## config.mk

```make
export PLATFORM = sky130hd
export DESIGN_NAME = alu_issue_stage_flat
export DESIGN_NICKNAME = d
export VERILOG_FILES = /design/src/rtl/alu_issue_stage_if.sv /design/src/rtl/alu_issue_stage.sv /design/src/flat_wrapper.sv
export SDC_FILE = /design/constraint.sdc
export NUM_CORES = 1
export LEC_CHECK = 0
export CAP_MARGIN = 10
export CELL_PAD_IN_SITES_DETAIL_PLACEMENT = 1
export CELL_PAD_IN_SITES_GLOBAL_PLACEMENT = 2
export CORE_AREA = 2 2 102 104
export DETAILED_ROUTE_END_ITERATION = 8
export DIE_AREA = 0 0 104 106
export MAX_ROUTING_LAYER = met4
export PLACE_DENSITY_LB_ADDON = 0.1
export RECOVER_POWER = 50
export SLEW_MARGIN = 10
export SYNTH_ARGS = -nofsm -noshare
export SYNTH_HDL_FRONTEND = slang
export SYNTH_SLANG_ARGS = --single-unit
```

## constraint.sdc

```tcl
create_clock -name clk -period 2.9 [get_ports clk]
set_clock_uncertainty 0.15 [all_clocks]
set_input_delay 0.435 -clock clk [delete_from_list [all_inputs] [get_ports clk]]
set_output_delay 0.435 -clock clk [all_outputs]
set_load 0.01 [all_outputs]
```

## src/rtl/alu_issue_stage_if.sv

```systemverilog
// Issue-side bundle for the ALU issue stage: upstream entry, write-back forward
// path and the registered ALU-facing entry with its valid/ready handshake.
interface alu_issue_stage_if #(
    parameter int DATA_W = 16,
    parameter int REG_AW = 3,
    parameter int IMM_W  = 8
);
    logic              flush;
    logic              in_valid;
    logic              in_ready;
    logic [3:0]        in_op;
    logic [REG_AW-1:0] in_rs_addr;
    logic [DATA_W-1:0] in_rs_data;
    logic [REG_AW-1:0] in_rt_addr;
    logic [DATA_W-1:0] in_rt_data;
    logic [REG_AW-1:0] in_rd_addr;
    logic [IMM_W-1:0]  in_imm;
    logic              in_use_imm;
    logic              fwd_en;
    logic [REG_AW-1:0] fwd_addr;
    logic [DATA_W-1:0] fwd_data;
    logic              out_valid;
    logic              out_ready;
    logic [DATA_W-1:0] out_a;
    logic [DATA_W-1:0] out_b;
    logic              out_ainvert;
    logic              out_binvert;
    logic              out_cin;
    logic [2:0]        out_operation;
    logic [REG_AW-1:0] out_rd_addr;
    logic              out_illegal;

    modport master (
        output flush, in_valid, in_op, in_rs_addr, in_rs_data, in_rt_addr,
               in_rt_data, in_rd_addr, in_imm, in_use_imm,
               fwd_en, fwd_addr, fwd_data, out_ready,
        input  in_ready, out_valid, out_a, out_b, out_ainvert, out_binvert,
               out_cin, out_operation, out_rd_addr, out_illegal
    );

    modport slave (
        input  flush, in_valid, in_op, in_rs_addr, in_rs_data, in_rt_addr,
               in_rt_data, in_rd_addr, in_imm, in_use_imm,
               fwd_en, fwd_addr, fwd_data, out_ready,
        output in_ready, out_valid, out_a, out_b, out_ainvert, out_binvert,
               out_cin, out_operation, out_rd_addr, out_illegal
    );
endinterface

```

## src/rtl/alu_issue_stage.sv

```systemverilog
// ALU issue stage: operand read with write-back forwarding, immediate select,
// opcode decode into 1-bit-slice controls, single-entry output register.
module alu_issue_stage #(
    parameter int DATA_W = 16,
    parameter int REG_AW = 3,
    parameter int IMM_W  = 8
) (
    input logic               clk,
    input logic               rst,
    alu_issue_stage_if.slave  bus
);

    typedef enum logic [3:0] {
        OP_AND  = 4'd0,
        OP_OR   = 4'd1,
        OP_XOR  = 4'd2,
        OP_NOR  = 4'd3,
        OP_ADD  = 4'd4,
        OP_SUB  = 4'd5,
        OP_SLT  = 4'd6,
        OP_SLTI = 4'd7,
        OP_SLL  = 4'd8,
        OP_SRA  = 4'd9
    } op_e;

    typedef struct packed {
        logic       ainvert;
        logic       binvert;
        logic       cin;
        logic [2:0] operation;
        logic       illegal;
    } ctl_t;

    function automatic logic [DATA_W-1:0] src_value(
        input logic [REG_AW-1:0] addr,
        input logic [DATA_W-1:0] rf_data,
        input logic              fwd_en,
        input logic [REG_AW-1:0] fwd_addr,
        input logic [DATA_W-1:0] fwd_data
    );
        if (addr == '0)
            return '0;
        else if (fwd_en && fwd_addr == addr)
            return fwd_data;
        else
            return rf_data;
    endfunction

    ctl_t              ctl;
    logic [DATA_W-1:0] opnd_a;
    logic [DATA_W-1:0] opnd_b;
    logic              imm_sel;
    logic              shift_op;
    logic              accept;

    ctl_t              ctl_q;
    logic              valid_q;
    logic [DATA_W-1:0] a_q;
    logic [DATA_W-1:0] b_q;
    logic [REG_AW-1:0] rd_q;

    // NOTE: every always_comb output gets a default first so no path can infer a latch.
    always_comb begin
        ctl = '0;
        unique case (bus.in_op)
            OP_AND:  ctl.operation = 3'b000;
            OP_OR:   ctl.operation = 3'b010;
            OP_XOR:  ctl.operation = 3'b011;
            OP_NOR:  begin ctl.ainvert = 1'b1; ctl.binvert = 1'b1; ctl.operation = 3'b000; end
            OP_ADD:  ctl.operation = 3'b100;
            OP_SUB:  begin ctl.binvert = 1'b1; ctl.cin = 1'b1; ctl.operation = 3'b100; end
            OP_SLT:  begin ctl.binvert = 1'b1; ctl.cin = 1'b1; ctl.operation = 3'b101; end
            OP_SLTI: ctl.operation = 3'b001;
            OP_SLL:  ctl.operation = 3'b110;
            OP_SRA:  ctl.operation = 3'b111;
            default: ctl.illegal = 1'b1;
        endcase
    end

    // Shift amounts are a zero-extended 4-bit field, not a signed immediate.
    assign shift_op = (bus.in_op == OP_SLL) || (bus.in_op == OP_SRA);
    assign imm_sel  = bus.in_use_imm || (bus.in_op == OP_SLTI);

    always_comb begin
        opnd_a = src_value(bus.in_rs_addr, bus.in_rs_data, bus.fwd_en, bus.fwd_addr, bus.fwd_data);
        opnd_b = src_value(bus.in_rt_addr, bus.in_rt_data, bus.fwd_en, bus.fwd_addr, bus.fwd_data);
        if (imm_sel) begin
            if (shift_op)
                opnd_b = {{(DATA_W-4){1'b0}}, bus.in_imm[3:0]};
            else
                opnd_b = {{(DATA_W-IMM_W){bus.in_imm[IMM_W-1]}}, bus.in_imm};
        end
    end

    assign bus.in_ready = ~valid_q | bus.out_ready;
    assign accept       = bus.in_valid & bus.in_ready & ~bus.flush;

    // NOTE: sequential state uses non-blocking assignments so all registers update together.
    always_ff @(posedge clk or posedge rst) begin
        if (rst) begin
            valid_q <= 1'b0;
            a_q     <= '0;
            b_q     <= '0;
            rd_q    <= '0;
            ctl_q   <= '0;
        end else if (bus.flush) begin
            valid_q <= 1'b0;
        end else if (accept) begin
            valid_q <= 1'b1;
            a_q     <= opnd_a;
            b_q     <= opnd_b;
            rd_q    <= bus.in_rd_addr;
            ctl_q   <= ctl;
        end else if (bus.out_ready) begin
            valid_q <= 1'b0;
        end
    end

    assign bus.out_valid     = valid_q;
    assign bus.out_a         = a_q;
    assign bus.out_b         = b_q;
    assign bus.out_rd_addr   = rd_q;
    assign bus.out_ainvert   = ctl_q.ainvert;
    assign bus.out_binvert   = ctl_q.binvert;
    assign bus.out_cin       = ctl_q.cin;
    assign bus.out_operation = ctl_q.operation;
    assign bus.out_illegal   = ctl_q.illegal;

endmodule

```

## src/flat_wrapper.sv

```systemverilog
// flat-port wrapper written by rule: the top's interface ports become plain ports
module alu_issue_stage_flat 
#(
    parameter int DATA_W = 16,
    parameter int REG_AW = 3,
    parameter int IMM_W  = 8
)
  (clk, rst, bus_flush, bus_in_valid, bus_in_op, bus_in_rs_addr, bus_in_rs_data, bus_in_rt_addr, bus_in_rt_data, bus_in_rd_addr, bus_in_imm, bus_in_use_imm, bus_fwd_en, bus_fwd_addr, bus_fwd_data, bus_out_ready, bus_in_ready, bus_out_valid, bus_out_a, bus_out_b, bus_out_ainvert, bus_out_binvert, bus_out_cin, bus_out_operation, bus_out_rd_addr, bus_out_illegal);
  alu_issue_stage_if #(.DATA_W(DATA_W), .REG_AW(REG_AW), .IMM_W(IMM_W)) bus_i ();
  input logic clk;
  input logic rst;
  input wire logic [$bits(bus_i.flush)-1:0] bus_flush;
  input wire logic [$bits(bus_i.in_valid)-1:0] bus_in_valid;
  input wire logic [$bits(bus_i.in_op)-1:0] bus_in_op;
  input wire logic [$bits(bus_i.in_rs_addr)-1:0] bus_in_rs_addr;
  input wire logic [$bits(bus_i.in_rs_data)-1:0] bus_in_rs_data;
  input wire logic [$bits(bus_i.in_rt_addr)-1:0] bus_in_rt_addr;
  input wire logic [$bits(bus_i.in_rt_data)-1:0] bus_in_rt_data;
  input wire logic [$bits(bus_i.in_rd_addr)-1:0] bus_in_rd_addr;
  input wire logic [$bits(bus_i.in_imm)-1:0] bus_in_imm;
  input wire logic [$bits(bus_i.in_use_imm)-1:0] bus_in_use_imm;
  input wire logic [$bits(bus_i.fwd_en)-1:0] bus_fwd_en;
  input wire logic [$bits(bus_i.fwd_addr)-1:0] bus_fwd_addr;
  input wire logic [$bits(bus_i.fwd_data)-1:0] bus_fwd_data;
  input wire logic [$bits(bus_i.out_ready)-1:0] bus_out_ready;
  output wire logic [$bits(bus_i.in_ready)-1:0] bus_in_ready;
  output wire logic [$bits(bus_i.out_valid)-1:0] bus_out_valid;
  output wire logic [$bits(bus_i.out_a)-1:0] bus_out_a;
  output wire logic [$bits(bus_i.out_b)-1:0] bus_out_b;
  output wire logic [$bits(bus_i.out_ainvert)-1:0] bus_out_ainvert;
  output wire logic [$bits(bus_i.out_binvert)-1:0] bus_out_binvert;
  output wire logic [$bits(bus_i.out_cin)-1:0] bus_out_cin;
  output wire logic [$bits(bus_i.out_operation)-1:0] bus_out_operation;
  output wire logic [$bits(bus_i.out_rd_addr)-1:0] bus_out_rd_addr;
  output wire logic [$bits(bus_i.out_illegal)-1:0] bus_out_illegal;
  assign bus_i.flush = bus_flush;
  assign bus_i.in_valid = bus_in_valid;
  assign bus_i.in_op = bus_in_op;
  assign bus_i.in_rs_addr = bus_in_rs_addr;
  assign bus_i.in_rs_data = bus_in_rs_data;
  assign bus_i.in_rt_addr = bus_in_rt_addr;
  assign bus_i.in_rt_data = bus_in_rt_data;
  assign bus_i.in_rd_addr = bus_in_rd_addr;
  assign bus_i.in_imm = bus_in_imm;
  assign bus_i.in_use_imm = bus_in_use_imm;
  assign bus_i.fwd_en = bus_fwd_en;
  assign bus_i.fwd_addr = bus_fwd_addr;
  assign bus_i.fwd_data = bus_fwd_data;
  assign bus_i.out_ready = bus_out_ready;
  assign bus_in_ready = bus_i.in_ready;
  assign bus_out_valid = bus_i.out_valid;
  assign bus_out_a = bus_i.out_a;
  assign bus_out_b = bus_i.out_b;
  assign bus_out_ainvert = bus_i.out_ainvert;
  assign bus_out_binvert = bus_i.out_binvert;
  assign bus_out_cin = bus_i.out_cin;
  assign bus_out_operation = bus_i.out_operation;
  assign bus_out_rd_addr = bus_i.out_rd_addr;
  assign bus_out_illegal = bus_i.out_illegal;
  alu_issue_stage #(.DATA_W(DATA_W), .REG_AW(REG_AW), .IMM_W(IMM_W)) u_core (.clk(clk), .rst(rst), .bus(bus_i));
endmodule
```

## Word-level counts from Yosys, hierarchy flattened

Cells that the tools add are included.

| storage, ports and cells | value |
|---|---|
| output and inout bits | 44 |
| logic and storage cells | 52 |
| bits of input ports | 79 |
| bits in registers | 43 |

| operators by class | value |
|---|---|
| multiplexer cells | 14 |
| bitwise gates (word level) | 5 |
| reductions and logical operators | 13 |
| eq/ne operators | 11 |

Operators with widths:

| kind | count |
|---|---|
| $mux 16 | 6 |
| $pmux 3 s7 | 1 |
| $eq 4x3->1 const B | 4 |
| $reduce_or 10->1 | 1 |
| $eq 4x2->1 const B | 2 |
| $eq 4x4->1 const B | 2 |
| $mux 1 | 7 |
| $eq 3x3->1 | 2 |
| $logic_not 3->1 | 2 |
| $eq 4x1->1 const B | 1 |
| $logic_not 4->1 | 1 |
| $reduce_or 2->1 | 2 |
| $reduce_bool 3->1 | 1 |
| $reduce_or 3->1 | 1 |
| $and 1x1->1 | 2 |
| $logic_and 1x1->1 | 2 |
| $logic_or 1x1->1 | 2 |
| $not 1->1 | 2 |
| $reduce_and 2->1 | 1 |
| $or 1x1->1 | 1 |

## Longest topological paths before layout

Gate-level depths: netlist of the first run.

| depth | value |
|---|---|
| word-level depth | 6 |
| gate-level depth with buffers | 7 |

## Least setup slack after synthesis of the first run

OpenSTA, ideal clock, no wires.

| timing | value |
|---|---|
| path type | input port to flip-flop |
| start point | input port bus_in_op[3] |
| end point | register u_core.b_q[7], in the netlist u_core.bus.out_b[7] |
| path buffers | 1 |
| stages | 5 |
| setup time | 0.141 ns |
| path slack | 1.259 ns |
| arrival time | 1.350 ns |
| cell sequence | buf_4 nand4b_4 o311a_1 a211oi_4 a211oi_1 |

| between the ends | value |
|---|---|
| word-level cells in the longest chain between the ends | 4 |
| elaborated cells between the ends (all ways) | 7 |

Ends and longest elaborated chain:

| item | RTL line | source |
|---|---|---|
| start: declaration | flat_wrapper.sv:14 | `input wire logic [$bits(bus_i.in_op)-1:0] bus_in_op;` |
| $eq 4x4->1 | alu_issue_stage.sv:81 | `assign shift_op = (bus.in_op == OP_SLL) \|\| (bus.in_op == OP_SRA);` |
| $logic_or 1x1->1 | alu_issue_stage.sv:81 |  |
| $mux 16 | alu_issue_stage.sv:88 | `if (shift_op)` |
| $mux 16 * | alu_issue_stage.sv:87 | `if (imm_sel) begin` |
| end signal: assignment | alu_issue_stage.sv:111 | `b_q <= opnd_b;` |
| end: declaration | alu_issue_stage.sv:59 | `logic [DATA_W-1:0] b_q;` |

Every way passes the cells marked *; elsewhere a longest branch is shown, timed or not.
A chain may end at the register's enable or synchronous reset.

## Worst setup path in the final report of the first run

| timing | value |
|---|---|
| start point | input port bus_out_ready |
| end point | output port bus_in_ready |

| between the ends | value |
|---|---|
| word-level cells in the longest chain between the ends | 1 |

Ends and longest elaborated chain:

| item | RTL line | source |
|---|---|---|
| start: declaration | flat_wrapper.sv:25 | `input wire logic [$bits(bus_i.out_ready)-1:0] bus_out_ready;` |
| $or 1x1->1 | alu_issue_stage.sv:95 | `assign bus.in_ready = ~valid_q \| bus.out_ready;` |
| end: declaration | flat_wrapper.sv:26 | `output wire logic [$bits(bus_i.in_ready)-1:0] bus_in_ready;` |

No other way between the ends.

==> flow_metrics.tcl, run 1 <==
set metrics [dict create \
    nNetsFinal 423 \
    drt-total-wl_um 7910 \
    synthCells 222 \
    ys_top_cells_by_area "dfrtp_1, mux2i_1, nand2_1, o21ai_0, nor2_1" \
    outcome "completed" \
    hold_end "u_core.bus.out_operation[1]" \
    synth.avg_cell_area_um2 10.4 \
    n_antenna_cell 0 \
    hp-start "u_core.bus.out_operation[1]" \
    cp_common_cell "clkdlybuf4s50_1" \
    rsz0062_at_grt "no" \
    chipHeight_um 106 \
    cts_tree "done" \
    critPathMaxStageDelay_ns 0.49 \
    min_path_cells 2 \
    ctsHoldBuffers 0 \
    internal-power_mw 1.28 \
    power_frac_comb_pct 32.1 \
    p_sw_mw 0.524 \
    required_ns 2.32 \
    cts_resized 0 \
    dpl-instance-area_mm2 0.00365 \
    clk_pin_slew_ns 0.09 \
    layout_commonest_cell "clkdlybuf4s50_1" \
    final_layout_size_suffix_gt1_share_pct 6.38 \
    gr-total-overflow 0 \
    maxCapViolations 0 \
    static-leakage-power_nw 1.70 \
    yosysSeqAreaShare_pct 46.5 \
    synth_fp_nets 301 \
    boundaryPins 123 \
    p_sw_share_pct 29.0 \
    hold_path.class "register to register" \
    cp-start-kind "input pin" \
    p_seq_share_pct 41.3 \
    port_buffers 122 \
    r2r-start "u_core.bus.out_valid" \
    die_w_um 104 \
    min_period_ns 2.30 \
    hold_viol 0 \
    crit_type "input pin to output pin" \
    post-cts-setup-buffers 0 \
    path_cells "clkdlybuf4s50_1 > nor2b_1 > inv_1 > clkdlybuf4s50_1" \
    wl_per_cell_um 16.5 \
    rows 37 \
    layout_common_cells "clkdlybuf4s50_1, dfrtp_1, nand2_1, mux2i_1" \
    fin_tns_setup_ns 0 \
    r2r_setup_slack_ns 1.02 \
    synth_warnings 0 \
    post-dp-hpwl_um 6200 \
    critical_path_arrival_ns 1.72 \
    core_region_area_mm2 0.0100 \
    slew_headroom_pct 57.5 \
    insertion_delay_ns 0.29 \
    syn_to_final_growth_pct 62.2 \
    path_max_fanout 3 \
    slew_violations 0 \
    cts_inserted_buffers 5 \
    max_freq_ghz 0.434 \
    synth_cell_types 34 \
    synth_area_leader_cell "dfrtp_1" \
    post-route-period-util_pct 79.4 \
    fin_area_mm2 0.00375 \
    ys_ff_latch 43 \
    rr_worst_depth 5 \
    place_congestion 0.762 \
    syn_area_mm2 0.00231 \
    vias_per_cell 4.40 \
    drc 0 \
    vias 2114 \
    yosysTopAreaCellShare_pct 46.5 \
    p_clk_share_pct 26.6 \
    grt_max_degree 25 \
    drt_iter0_drc 36 \
    drtPass1Iterations 4 \
    cts.sinks 43 \
    cts_root_buf "clkbuf_8" \
    ctsHtreeMaxLevel 2 \
    power_density_mw_per_mm2 481 \
    dieArea_mm2 0.0110 \
    grt_first_pass_wirelength_um 12800 \
    setup_viol 0 \
    grt_pass1_vias 2346 \
    cp-end-kind "output pin" \
    fin_util_pct 37.5 \
    postRouteAntennaNets 0 \
    floorplan.initialDensity_pct 23.1 \
    antenna_found_initial 0 \
    peakVddDrop_v 0.000275 \
    grtUsageTotal_pct 15.3 \
    clk_path_buf_depth 2 \
    critPathSlowestCell "clkdlybuf4s50_1" \
    worst-slew-pin-transition_ns 0.638 \
    worstReg2RegEnd "u_core.bus.out_b[2]" \
]
## layer usage
metal  global-route usage, %  up-vias  wire (µm)
met4                    3.19        0         52
li1                        -     1031          -
met1                    19.3     1001       3650
met5                       -        -          0
met2                    24.6       78       3660
met3                    4.54        4        549
## flip-flops by register name (all words and copies together), names as in the netlist
register / cells
u_core.bus.out_cin: 1
u_core.bus.out_valid: 1
u_core.bus.out_illegal: 1
u_core.bus.out_b: 16
u_core.bus.out_ainvert: 1
u_core.bus.out_operation: 3
u_core.bus.out_a: 16
u_core.bus.out_binvert: 1
u_core.bus.out_rd_addr: 3
## cell usage after synthesis
cell type	number
dfrtp_1	43
nand2_1	34
mux2i_1	32
nor2_1	21
o21ai_0	16
a211oi_1	9
xnor2_1	9
a21oi_1	8
buf_2	7
o22ai_1	7
inv_1	4
nand3b_1	3
o31ai_1	3
buf_4	2
buf_6	2
nand2b_1	2
nand4_4	2
o21ai_1	2
a211oi_4	1
a21oi_2	1
a31oi_1	1
buf_12	1
clkbuf_2	1
nand4b_4	1
nor2b_2	1
nor2b_4	1
nor3b_4	1
o211ai_4	1
o21a_1	1
o221ai_1	1
o311a_1	1
o31ai_2	1
o41ai_1	1
xor2_1	1
## critical path: cells and delay by family
kind / cells / cell delay, ns
buf+inv: 3 / 0.99
simple gates: 1 / 0.28
## how the worst max path moves through the flow
stage | from | end | slack, ns
after global routing | bus_out_ready | bus_in_ready | 0.53
after global placement | bus_in_op[2] | u_core.bus.out_b[10] | 0.42
after floorplan | bus_in_op[3] | u_core.bus.out_b[7] | 1.26
after CTS | bus_out_ready | bus_in_ready | 0.70
final | bus_out_ready | bus_in_ready | 0.60
after detailed placement | bus_in_rt_addr[2] | u_core.bus.out_b[8] | 0.45
## metrics by stage
stage | setup WS, ns | hold WS [ns] | cells | power, mW
after global placement | 0.424 | 0.311 | 473 | 1.37
after CTS | 0.696 | 0.283 | 481 | 1.86
after floorplan | 1.26 | 0.351 | 222 | 0.997
after global routing | 0.531 | 0.362 | 481 | 1.93
final | 0.597 | 0.328 | 481 | 1.81
after detailed placement | 0.449 | 0.320 | 473 | 1.37
## power by group through the flow
stage	Sequential [mW]	Clock [mW]	Combinational, mW
floorplan	0.802	0	0.195
global placement	0.759	0	0.607
detailed placement	0.762	0	0.610
CTS	0.750	0.500	0.613
global route	0.762	0.525	0.638
finish	0.746	0.480	0.580
## cell families (layout without fill, tap and decap cells)
logic type                after synthesis  count (layout)  share of synthesized area, %
buffers and inverters                  17             140                          4.87
xor gates and xnor gates               10              10                          3.79
and+or+nand+nor                        66              66                          15.1
muxes                                  32              32                          13.8
DFF                                    43              43                          46.5
AOI/OAI and AO/OA                      54              54                          15.9
## final cells by class
class / instances / area [µm²]
fillers: 1158 / 6250
repair buffers: 128 / 1260
multi-input cells: 162 / 1120
flip-flops and latches: 43 / 1080
well taps: 136 / 170
clock buffers: 5 / 68.8
clock inverters: 3 / 43.8
inverters: 4 / 15.0
Power figures use the tool's default switching activity.
==> run 2, diff against run 1 <==
- CORE_AREA: 2 2 102 104 -> 2 2 111 113
- DIE_AREA: 0 0 104 106 -> 0 0 113 115
- clock period: 2.9 -> 2 ns (I/O delays scaled with it)
==> run 2 against run 1 <==
Compared with the run above:
- the run now ends with DRC left
- worst hold slack got worse by 0.0033 ns
- global-route usage is 1.8 points lower
- critical path depth unchanged
- first-iteration DRC count grew 78%
- count of clock-buffer cells in the layout rose by 1
- wire length increased by 6.4%
- sequential power increased by 45%
- core utilization decreased by 4.0 points
- combinational power grew 53%
- via count increased by 1.8%
- total power up 60%
- sequential cell count unchanged
- largest cell class unchanged
- largest power group unchanged
==> flow_metrics.tcl, run 2 (synthesis gave the netlist of run 1 again) <==
set metrics [dict create \
    crit_type "input pin to output pin" \
    wl_per_cell_um 16.8 \
    setup_viol 0 \
    vias 2151 \
    worst-slew-pin-transition_ns 0.679 \
    rsz0062_at_grt "no" \
    r2r_setup_slack_ns 0.27 \
    cp-start-kind "input pin" \
    seq_area_mm2 0.00108 \
    max_freq_ghz 0.522 \
    worstReg2RegEnd "u_core.bus.out_b[14]" \
    hold_path.class "register to register" \
    cp-end-kind "output pin" \
    clk_path_buf_depth 2 \
    place_congestion 0.757 \
    fin_tns_setup_ns 0 \
    power_density_mw_per_mm2 729 \
    port_buffers 122 \
    nNetsFinal 432 \
    post-dp-hpwl_um 6640 \
    ctsHoldBuffers 0 \
    routed-wl-met2_um 4000 \
    multi_input_area_mm2 0.00112 \
    die_w_um 113 \
    route.top_layer_used "met4" \
    grt_first_pass_wirelength_um 12900 \
    grt_pass1_vias 2350 \
    maxCapViolations 0 \
    critical_path_arrival_ns 1.46 \
    clk_pin_slew_ns 0.06 \
    syn_to_final_growth_pct 71.1 \
    crit_start "bus_out_ready" \
    min_period_ns 1.91 \
    peakVddDrop_v 0.000305 \
    boundaryPins 123 \
    cts_resized 0 \
    cts_tree "done" \
    fillCellCount 1348 \
    violations "DRC" \
    slew_headroom_pct 54.7 \
    required_ns 1.55 \
    grt_max_degree 22 \
    ctsHtreeMaxLevel 2 \
    final_layout_size_suffix_gt1_share_pct 8.50 \
    post-route-period-util_pct 95.7 \
    antenna_found_initial 0 \
    grtUsageTotal_pct 13.5 \
    chipHeight_um 115 \
    vias_per_cell 4.30 \
    rows 40 \
    n_antenna_cell 0 \
    drt_iter0_drc 64 \
    drt-total-wl_um 8420 \
    slew_violations 0 \
    r2r-start "u_core.bus.out_valid" \
    postRouteAntennaNets 0 \
    dieArea_mm2 0.0130 \
    gr-total-overflow 0 \
    static-leakage-power_nw 1.78 \
    rr_worst_depth 6 \
    outcome "finished, violations left" \
    layout_common_cells "clkdlybuf4s50_1, dfrtp_1, nand2_1, mux2i_1, nor2_1" \
    core_region_area_mm2 0.0118 \
    min_path_cells 2 \
    cts_root_buf "clkbuf_16" \
    drtPass1Iterations 6 \
    path_max_fanout 3 \
    floorplan.initialDensity_pct 19.6 \
    hold_end "u_core.bus.out_a[0]" \
    insertion_delay_ns 0.28 \
    hp-start "u_core.bus.out_a[0]" \
    cts.sinks 43 \
    cts_inserted_buffers 5 \
    met3_length_um 544 \
    layout_commonest_cell "clkdlybuf4s50_1" \
    total_power_mw 2.88 \
    post-cts-setup-buffers 0 \
    drc 7 \
    routedLengthMet1_um 3770 \
    hold_viol 0 \
]
run 2: changes by cell type in the layout (fill, tap and decap cells not counted), sizes merged:
cell and delta:
clkdlybuf4s50 +6, dlygate4sd3 -6, clkinv -2, buf +7, clkbuf +3
run 2: worst max-delay path, stage by stage:
cell             delay, ns
clkdlybuf4s50_1       0.50
nor2b_4               0.06
inv_1                 0.06
clkdlybuf4s50_1       0.54
run 2: worst max path at each step:
stage,end,slack (ns)
2_1_floorplan,u_core.bus.out_b[10],0.38
3_3_place_gp,u_core.bus.out_b[13],-0.04
3_5_place_dp,u_core.bus.out_b[14],-0.09
4_1_cts,bus_in_ready,0.07
5_1_grt,bus_in_ready,0.04
6_report,bus_in_ready,0.09
run 2: cell type report:
| cell class | instances | area share [%] |
|---|---|---|
| Clock inverter | 1 | 0.759 |
| Timing Repair Buffer | 137 | 35.4 |
| Multi-Input combinational cell | 162 | 28.4 |
| Tap cell | 147 | 4.65 |
| Clock buffer | 6 | 3.26 |
| Sequential cell | 43 | 27.2 |
| Inverter | 4 | 0.379 |
run 2: report_power, final:
part / switching [mW] / leakage [nW] / internal [mW]
clock: 0.331 / 0.0769 / 0.583
sequential: 0.0754 / 0.522 / 1.01
combinational: 0.372 / 1.18 / 0.513
total: 0.779 / 1.78 / 2.11
run 2: metal layers:
metal	vias to the layer above	GRT usage (%)
met4	0	3.90
met3	7	3.06
met5	-	-
met2	71	21.8
met1	1026	17.1
li1	1047	-
run 2: metrics by stage:
stage	hold WS [ns]	utilization (%)	instance area [µm²]	std cells	worst slack, ns
after floorplan	0.216	-	2310	222	0.383
after global placement	0.312	32.4	3820	493	-0.0445
after detailed placement	0.324	32.4	3820	493	-0.0855
after CTS	0.162	33.7	3980	500	0.0744
after global routing	0.356	33.5	3960	500	0.0414
final	0.325	33.5	3960	500	0.0857
